--- src/rtl/imem_pkg.sv ---
// Shared types and constants for the instruction-fetch slice.
// Latency: n/a (types and constants only).
// Backpressure: n/a.
//
// Contents:
//   IMEM_ADDR_W   - instruction-memory word-address width (PC width)
//   IMEM_DATA_W   - instruction word width
//   IMEM_RESET_PC - PC value loaded at reset
//   fetch_entry_t - one fetched instruction paired with the PC it came from
package imem_pkg;

  localparam int IMEM_ADDR_W = 8;
  localparam int IMEM_DATA_W = 32;

  localparam logic [IMEM_ADDR_W-1:0] IMEM_RESET_PC = 8'h00;

  typedef struct packed {
    logic [IMEM_ADDR_W-1:0] pc;
    logic [IMEM_DATA_W-1:0] instr;
  } fetch_entry_t;

endpackage

--- src/rtl/fetch_fifo.sv ---
// DEPTH-entry synchronous FIFO of fetch entries with a single-cycle flush.
// Latency: a push is visible at head after one edge (registered storage, no bypass).
// Backpressure: none internally; the caller must not push when full without popping, nor pop when empty.
//
// Ports:
//   clk, rst_n - clock and asynchronous active-low reset
//   push       - write wdata at the tail this edge
//   pop        - retire the head entry this edge
//   flush      - discard every entry (wins over push/pop)
//   wdata      - entry written on push
//   count      - occupied entries (0..DEPTH)
//   head       - oldest entry; only meaningful while count != 0
module fetch_fifo
  import imem_pkg::*;
#(
  parameter int DEPTH = 2
) (
  input  logic                     clk,
  input  logic                     rst_n,
  input  logic                     push,
  input  logic                     pop,
  input  logic                     flush,
  input  fetch_entry_t             wdata,
  output logic [$clog2(DEPTH):0]   count,
  output fetch_entry_t             head
);

  localparam int PTR_W = $clog2(DEPTH);
  localparam int CNT_W = PTR_W + 1;

  fetch_entry_t     mem [DEPTH];
  logic [PTR_W-1:0] rd_ptr;
  logic [PTR_W-1:0] wr_ptr;

  // DEPTH is a power of two, so the pointers wrap naturally. When full and
  // popping in the same cycle, wr_ptr == rd_ptr: the slot being written is the
  // one being vacated, so the simultaneous push is safe.
  always_ff @(posedge clk or negedge rst_n) begin
    if (!rst_n) begin
      rd_ptr <= '0;
      wr_ptr <= '0;
      count  <= '0;
      for (int i = 0; i < DEPTH; i++) begin
        mem[i] <= '0;
      end
    end else if (flush) begin
      rd_ptr <= '0;
      wr_ptr <= '0;
      count  <= '0;
    end else begin
      if (push) begin
        mem[wr_ptr] <= wdata;
        wr_ptr      <= wr_ptr + PTR_W'(1);
      end
      if (pop) begin
        rd_ptr <= rd_ptr + PTR_W'(1);
      end
      count <= count + CNT_W'(push) - CNT_W'(pop);
    end
  end

  assign head = mem[rd_ptr];

endmodule

--- src/rtl/instr_fetch_unit.sv ---
// Program counter, instruction-memory sequencing and fetch buffer feeding decode.
// Latency: reset release -> out_valid after 1 edge; redirect -> target at out_* after 2 edges.
// Backpressure: out_valid/out_ready; fetch stalls (pc holds) when the buffer is full and not popping.
//
// Ports:
//   clk, rst_n      - clock and asynchronous active-low reset
//   enable          - fetch permitted when high (buffer drains regardless)
//   imem_addr       - word address to the combinational instruction memory (= pc)
//   imem_rdata      - instruction word at imem_addr, same cycle
//   redirect_valid  - load redirect_pc and flush the buffer (highest priority)
//   redirect_pc     - redirect target word address
//   out_valid       - head entry holds a valid instruction
//   out_ready       - decode accepts the head entry
//   out_instr       - head instruction
//   out_pc          - PC of head instruction
//   buf_count       - occupied buffer entries
module instr_fetch_unit
  import imem_pkg::*;
#(
  parameter int                ADDR_W   = IMEM_ADDR_W,
  parameter int                DATA_W   = IMEM_DATA_W,
  parameter int                DEPTH    = 2,
  parameter logic [ADDR_W-1:0] RESET_PC = IMEM_RESET_PC
) (
  input  logic                   clk,
  input  logic                   rst_n,
  input  logic                   enable,
  output logic [ADDR_W-1:0]      imem_addr,
  input  logic [DATA_W-1:0]      imem_rdata,
  input  logic                   redirect_valid,
  input  logic [ADDR_W-1:0]      redirect_pc,
  output logic                   out_valid,
  input  logic                   out_ready,
  output logic [DATA_W-1:0]      out_instr,
  output logic [ADDR_W-1:0]      out_pc,
  output logic [$clog2(DEPTH):0] buf_count
);

  localparam int CNT_W = $clog2(DEPTH) + 1;

  logic [ADDR_W-1:0] pc;
  logic [ADDR_W-1:0] pc_next;
  logic              pop;
  logic              push;
  logic              has_room;
  fetch_entry_t      wentry;
  fetch_entry_t      head;

  assign pop      = out_valid & out_ready;
  // A full buffer that is popping this cycle frees the slot being written.
  assign has_room = (buf_count < CNT_W'(DEPTH)) | pop;
  assign push     = enable & ~redirect_valid & has_room;

  always_comb begin
    pc_next = pc;
    if (redirect_valid) begin
      pc_next = redirect_pc;
    end else if (push) begin
      pc_next = pc + ADDR_W'(1);  // wraps silently at 2^ADDR_W-1
    end
  end

  always_ff @(posedge clk or negedge rst_n) begin
    if (!rst_n) begin
      pc <= RESET_PC;
    end else begin
      pc <= pc_next;
    end
  end

  assign imem_addr = pc;

  always_comb begin
    wentry       = '0;
    wentry.pc    = pc;
    wentry.instr = imem_rdata;
  end

  // A pop coinciding with a redirect still completes at decode; the flush
  // only discards what remains behind it.
  fetch_fifo #(
    .DEPTH (DEPTH)
  ) u_fifo (
    .clk   (clk),
    .rst_n (rst_n),
    .push  (push),
    .pop   (pop),
    .flush (redirect_valid),
    .wdata (wentry),
    .count (buf_count),
    .head  (head)
  );

  assign out_valid = (buf_count != '0);
  assign out_instr = head.instr;
  assign out_pc    = head.pc;

endmodule

--- config.mk ---
export PLATFORM = sky130hd
export DESIGN_NAME = instr_fetch_unit
export DESIGN_NICKNAME = d
export VERILOG_FILES = /design/src/rtl/imem_pkg.sv /design/src/rtl/fetch_fifo.sv /design/src/rtl/instr_fetch_unit.sv
export SDC_FILE = /design/constraint.sdc
export NUM_CORES = 1
export LEC_CHECK = 0
export ABC_AREA = 0
export CAP_MARGIN = 30
export CORE_ASPECT_RATIO = 1.5
export CORE_MARGIN = 10
export CORE_UTILIZATION = 46
export CTS_CLUSTER_DIAMETER = 30
export CTS_CLUSTER_SIZE = 16
export DETAILED_ROUTE_END_ITERATION = 7
export PLACE_DENSITY = 0.74
export SKIP_CTS_REPAIR_TIMING = 1
export SLEW_MARGIN = 10
export SYNTH_ARGS = -nofsm -noshare
export SYNTH_HDL_FRONTEND = slang
export SYNTH_SLANG_ARGS = --single-unit
--- constraint.sdc ---
create_clock -name clk -period 2.7 [get_ports clk]
set_input_delay 0.27 -clock clk [delete_from_list [all_inputs] [get_ports clk]]
set_output_delay 0.27 -clock clk [all_outputs]
set_load 0.05 [all_outputs]
# After elaboration in Yosys (flattened, before gate mapping)

Index checks and enable logic that the tools add are counted.

Bits in registers: 92
Bits of input ports: 45
Output and inout port bits: 51
Word-level logic and storage cells: 42

Add/sub/neg operators: 5
$lt $le $gt $ge: 4
Multiplexer cells: 13
Bitwise operators: 7
Reductions and logical operators: 5

Operator list:

| operator            | number |
|---|---|
| $mux 40             | 4 |
| $bwmux 80           | 1 |
| $demux 40 s1        | 1 |
| $mux 8              | 2 |
| $add 8x1->8 const B | 1 |
| $reduce_bool 2->1   | 3 |
| $ge 2x2->1 const B  | 2 |
| $mux 1              | 4 |
| $not 1->2           | 2 |
| $and 1x1->1         | 3 |
| $add 1x1->1 const B | 2 |
| $add 2x1->2         | 1 |
| $lt 2x1->1 const B  | 1 |
| $lt 2x2->1 const B  | 1 |
| $mux 2              | 1 |
| $reduce_and 2->1    | 1 |
| $sub 2x1->2         | 1 |
| $logic_and 1x1->1   | 1 |
| $not 1->1           | 1 |
| $or 1x1->1          | 1 |

# Depth between registers and ports, before layout

Depth after elaboration: 7
Mapped depth: 7
Depth with buffers taken out: 7

# By module

Synthesis repeated with hierarchy kept, for this count alone.

Cell total of the unflattened synthesis: 280
Area, all modules: 4157.7 sq um

By module, submodules not included:

| module           | times used | cells an instance | area an instance (sq um) | sequential area each (sq um) |
|---|---|---|---|---|
| fetch_fifo       | 1          | 230               | 3681.0                   | 2102.0 |
| instr_fetch_unit | 1          | 50                | 476.7                    | 200.2 |

# Worst setup path after synthesis

No wires, ideal clock.

Path type: flip-flop to flip-flop
Start point: reg u_fifo.count[1]
End point: reg u_fifo.count[1]
Library setup time: 86 ps
Arrival: 1720 ps
Data required time: 2614 ps
Path slack: 894 ps
Cell stages (with the launch flop): 8
Buffers on the path: 0
Clock period less this slack: 1806 ps
Path through: dfrtp_1 -> o21a_1 -> ha_1 -> inv_1 -> ha_1 -> xor2_1 -> and2_1 -> nor3_1

Longest elaborated chain between the ends: 7
Elaborated cells on any way between the ends: 8
Those cells by class: add/sub (2); order compare (1); mux (1); bitwise (3); reduce/logical (1)

Ends and longest elaborated chain:

| what                     | RTL line               | text |
|---|---|---|
| start: declaration       | fetch_fifo.sv:24       | `output logic [$clog2(DEPTH):0] count,` |
| start signal: assignment | fetch_fifo.sv:58       | `count <= count + CNT_W'(push) - CNT_W'(pop);` |
| $reduce_bool 2->1        | instr_fetch_unit.sv:94 | `assign out_valid = (buf_count != '0);` |
| $and 1x1->1              | instr_fetch_unit.sv:49 | `assign pop = out_valid & out_ready;` |
| $or 1x1->1               | instr_fetch_unit.sv:51 | `assign has_room = (buf_count < CNT_W'(DEPTH)) \| pop;` |
| $and 1x1->1              | instr_fetch_unit.sv:52 | `assign push = enable & ~redirect_valid & has_room;` |
| $add 2x1->2              | fetch_fifo.sv:58       |  |
| $sub 2x1->2 (*)          | fetch_fifo.sv:58       |  |
| $mux 2 (*)               | fetch_fifo.sv:46       | `end else if (flush) begin` |

Mark *: on every way between the ends. The rest lies on a longest branch, timed or not.
A chain may end at the register's enable or synchronous reset.

# Worst setup path in the final report

Start point: reg u_fifo.rd_ptr
End point: out out_instr[8]

Longest elaborated chain between the ends: 4

Ends and longest elaborated chain:

| what                                       | RTL line               | text |
|---|---|---|
| start: declaration                         | fetch_fifo.sv:32       | `logic [PTR_W-1:0] rd_ptr;` |
| start signal: assignment                   | fetch_fifo.sv:56       | `rd_ptr <= rd_ptr + PTR_W'(1);` |
| $not 1->2 (not written as such)            | fetch_fifo.sv:62       | `assign head = mem[rd_ptr];` |
| $mux 40 (not written as such) (3 in a row) | fetch_fifo.sv:62       |  |
| end: declaration                           | instr_fetch_unit.sv:34 | `output logic [DATA_W-1:0] out_instr,` |

Every way passes these cells. The select of a mux whose other input is x is not followed.

==> flow_metrics.tcl <==
set metrics [dict create \
    root_buffer "sky130_fd_sc_hd__clkbuf_16" \
    hold_path.class "input pin to async pin" \
    number_of_instances_in_the_synthesized_netlist 295 \
    critical_path_capture_point_type "primary output" \
    fin_tns_setup_ps 0 \
    firstDrtPassIters 4 \
    drt-wirelength-per-cell_um 18.1 \
    dominant_combinational_cell_family_by_area_after_synthesis "multiplexers" \
    rr_startpoint "u_fifo.count[1]" \
    hold_viol 0 \
    initial_utilization_pct 47.1 \
    power.density_nw_per_um2 1220 \
    antenna-diode-count 0 \
    nNetsFinal 443 \
    report.final.slew_viol_count 0 \
    clock_tree_from_tritoncts "yes" \
    static-leakage-power_nw 2.29 \
    route.detailed.vias_per_inst 5.30 \
    slew_headroom_pct 62.6 \
    synth_ff_type "sky130_fd_sc_hd__dfrtp_1" \
    ff2ff_path_depth 4 \
    worstPathRequired_ps 2430 \
    utilization_pct 63.0 \
    drive_above_1_share_pct 35.8 \
    xor_xnor_fraction_of_synth_area_pct 0.421 \
    die-width_um 97.6 \
    synth-compound-area-share_pct 3.01 \
    design.die.area_sq_um 13300 \
    timing.critical_path.from_type "flop" \
    port-buffer-count 95 \
    grt_overflow_total 0 \
    synthArstFlopShare_pct 100 \
    n_fill_cell 724 \
    cts-htree-levels 3 \
    ys_types 33 \
    synth-seq-area-share_pct 55.4 \
    vias_in_the_first_global_route 2945 \
    cts_made_buffers 9 \
    dr_total_vias 2685 \
    core_region_area_sq_um 8830 \
    synth_seq_cells 92 \
    finalSetupViolations 0 \
    drc 0 \
    route.layer.met1.wl_um 3760 \
    synth-warning-count 0 \
    wl_met2_um 4910 \
    timing.critical_path.arrival_ps 2210 \
    clock_transition_at_the_registers_of_the_reported_paths_ps 60 \
    synth_nets 343 \
    run_status "completed" \
    post-route-cell-area_sq_um 5560 \
    ios 96 \
    synthMuxAreaShare_pct 32.5 \
    synthesis.area_sq_um 4160 \
    grt_setup_unrepaired "no" \
    power_mw 6.78 \
    synth-simple-area-share_pct 5.33 \
    top_signal_layer_used "met4" \
    yosys.area_share.adder_pct 0.903 \
    routed_wirelength_um 9180 \
    rows 42 \
    dpl_worst_slack_ps 571 \
    antenna_violations_before_repair 0 \
    synth-edff-count 0 \
    total_length_of_routed_met3_wires_um 358 \
    clkSinkCount 92 \
    maximum_clock_rate_mhz 404 \
    rr_endpoint "u_fifo.mem[68]" \
    clock_path_buffers 2 \
    layout_worst_path_cycle_share_pct 91.8 \
    clock_skew_ps 6.66 \
    postSynthAreaPerCell_sq_um 14.1 \
    final-seq-area_sq_um 2300 \
    setup_slack_of_the_most_critical_reg_to_reg_path_ps 1000 \
    layout-area-overhead-vs-synth_pct 33.7 \
    post-dp-hpwl_um 6700 \
    detail-route-antenna-nets 0 \
    area_after_dpl_sq_um 5250 \
    final_estimated_routing_congestion_in_global_placement 0.750 \
    timing.final.ws_setup_ps 222 \
    drt_first_iter_violations 70 \
    wire_length_of_the_first_global_routing_pass_um 15200 \
    timing_worst_setup_path_type "flop to primary output" \
    timing.final.crit_period_ps 2480 \
    worst-slew-pin-transition_ps 561 \
    insertion_delay_of_the_later_clocked_pin_in_the_worst_skew_pair_ps 330 \
    multi_input_comb_area_sq_um 1750 \
    top_fanout_value_on_the_critical_path 33 \
    floorplan.die.height_um 136 \
    power.ir.vdd_worst_v 0.000667 \
    cap_violations 0 \
    global_route.usage.total_pct 14.2 \
    grt_max_degree 51 \
]
-- sequential cells by signal, indices dropped and copies added, names as in the netlist --
| name | cells |
|---|---|
| imem_addr | 8 |
| u_fifo.mem | 80 |
| u_fifo.count | 2 |
| u_fifo.rd_ptr | 1 |
| u_fifo.wr_ptr | 1 |
-- worst max-delay path, cell delays in order (launching register included) --
cell and delay [ps]:
sky130_fd_sc_hd__dfrtp_2 500, sky130_fd_sc_hd__buf_12 250, sky130_fd_sc_hd__mux2_2 370, sky130_fd_sc_hd__clkdlybuf4s50_1 730
-- report_power, final --
| part | internal [mW] | leakage, nW | total [mW] | switching [mW] |
|---|---|---|---|---|
| clock | 0.793 | 0.144 | 1.26 | 0.462 |
| combinational | 1.41 | 1.06 | 3.31 | 1.91 |
| sequential | 1.92 | 1.09 | 2.22 | 0.301 |
-- synth_stat cells (2+ instances only) --
cell type | count | area [sq um]
sky130_fd_sc_hd__a31oi_1 | 7 | 43.8
sky130_fd_sc_hd__and2_1 | 2 | 12.5
sky130_fd_sc_hd__buf_1 | 3 | 11.3
sky130_fd_sc_hd__buf_2 | 6 | 30.0
sky130_fd_sc_hd__buf_4 | 4 | 30.0
sky130_fd_sc_hd__clkbuf_1 | 3 | 11.3
sky130_fd_sc_hd__dfrtp_1 | 92 | 2300
sky130_fd_sc_hd__ha_1 | 3 | 37.5
sky130_fd_sc_hd__inv_1 | 4 | 15.0
sky130_fd_sc_hd__mux2_1 | 5 | 56.3
sky130_fd_sc_hd__mux2_2 | 115 | 1290
sky130_fd_sc_hd__nand2_1 | 6 | 22.5
sky130_fd_sc_hd__nand3_1 | 2 | 10.0
sky130_fd_sc_hd__nand4_1 | 3 | 18.8
sky130_fd_sc_hd__nor2_1 | 9 | 33.8
sky130_fd_sc_hd__nor3_1 | 2 | 10.0
sky130_fd_sc_hd__o21ai_0 | 4 | 20.0
sky130_fd_sc_hd__o311ai_0 | 2 | 17.5
sky130_fd_sc_hd__o31ai_1 | 3 | 22.5
sky130_fd_sc_hd__or2_2 | 2 | 12.5
sky130_fd_sc_hd__or3_1 | 3 | 18.8
sky130_fd_sc_hd__or4_1 | 4 | 30.0
-- layout make-up --
cell class                 count  area share (%)
clock buffer                  10            4.12
multi-input combinational    182            31.5
inverter                       5           0.338
tap                          110            2.48
timing repair buffer         105            18.9
sequential                    92            41.4
clock inverter                 3            1.17
-- metrics by stage --
stage | std cells | hold WS, ps
4_1_cts | 506 | -50.2
6_report | 507 | 484
3_3_place_gp | 493 | 295
5_1_grt | 507 | 509
3_5_place_dp | 493 | 299
2_1_floorplan | 295 | -25.6
-- cells by family after synthesis --
family / after synthesis
AND/OR/NAND/NOR: 38
AO/OA/AOI/OAI: 19
XOR/XNOR: 2
flip-flops: 92
adder cells (fa/ha/maj): 3
buffers and inverters: 21
multiplexers: 120
-- per-layer routing --
layer / vias up / global-route usage (%)
met2: 63 / 24.7
met5: - / 0
li1: 1263 / -
met1: 1350 / 16.3
met3: 9 / 3.81
met4: 0 / 5.35
-- placed cells by master, fill, tap and decap left out, types with 2 or more instances in the layout --
cell,Yosys,layout
sky130_fd_sc_hd__a31oi_1,7,7
sky130_fd_sc_hd__o311ai_0,2,2
sky130_fd_sc_hd__nand4_1,3,3
sky130_fd_sc_hd__o21ai_0,4,4
sky130_fd_sc_hd__mux2_2,115,115
sky130_fd_sc_hd__clkbuf_16,0,9
sky130_fd_sc_hd__or4_1,4,4
sky130_fd_sc_hd__buf_12,0,2
sky130_fd_sc_hd__nor3_1,2,2
sky130_fd_sc_hd__and2_1,2,2
sky130_fd_sc_hd__clkdlybuf4s50_1,0,94
sky130_fd_sc_hd__bufinv_16,0,2
sky130_fd_sc_hd__ha_1,3,3
sky130_fd_sc_hd__nand3_1,2,2
sky130_fd_sc_hd__or3_1,3,3
sky130_fd_sc_hd__mux2_1,5,5
sky130_fd_sc_hd__inv_1,4,4
sky130_fd_sc_hd__nor2_1,9,9
sky130_fd_sc_hd__buf_4,4,8
sky130_fd_sc_hd__nand2_1,6,6
sky130_fd_sc_hd__dfrtp_1,92,91
sky130_fd_sc_hd__o31ai_1,3,3
sky130_fd_sc_hd__or2_2,2,2
-- worst max-delay path by stage --
stage	from	end	slack, ps	depth (start not counted)
after floorplan	u_fifo.count[1]	u_fifo.count[1]	890	7
after global placement	u_fifo.rd_ptr	out_instr[17]	570	3
after detailed placement	u_fifo.rd_ptr	out_instr[8]	570	3
after CTS	u_fifo.rd_ptr	out_instr[8]	210	3
after global routing	u_fifo.rd_ptr	out_instr[8]	140	3
final	u_fifo.rd_ptr	out_instr[8]	220	3
Note: power is estimated with default switching activity, not from simulation.
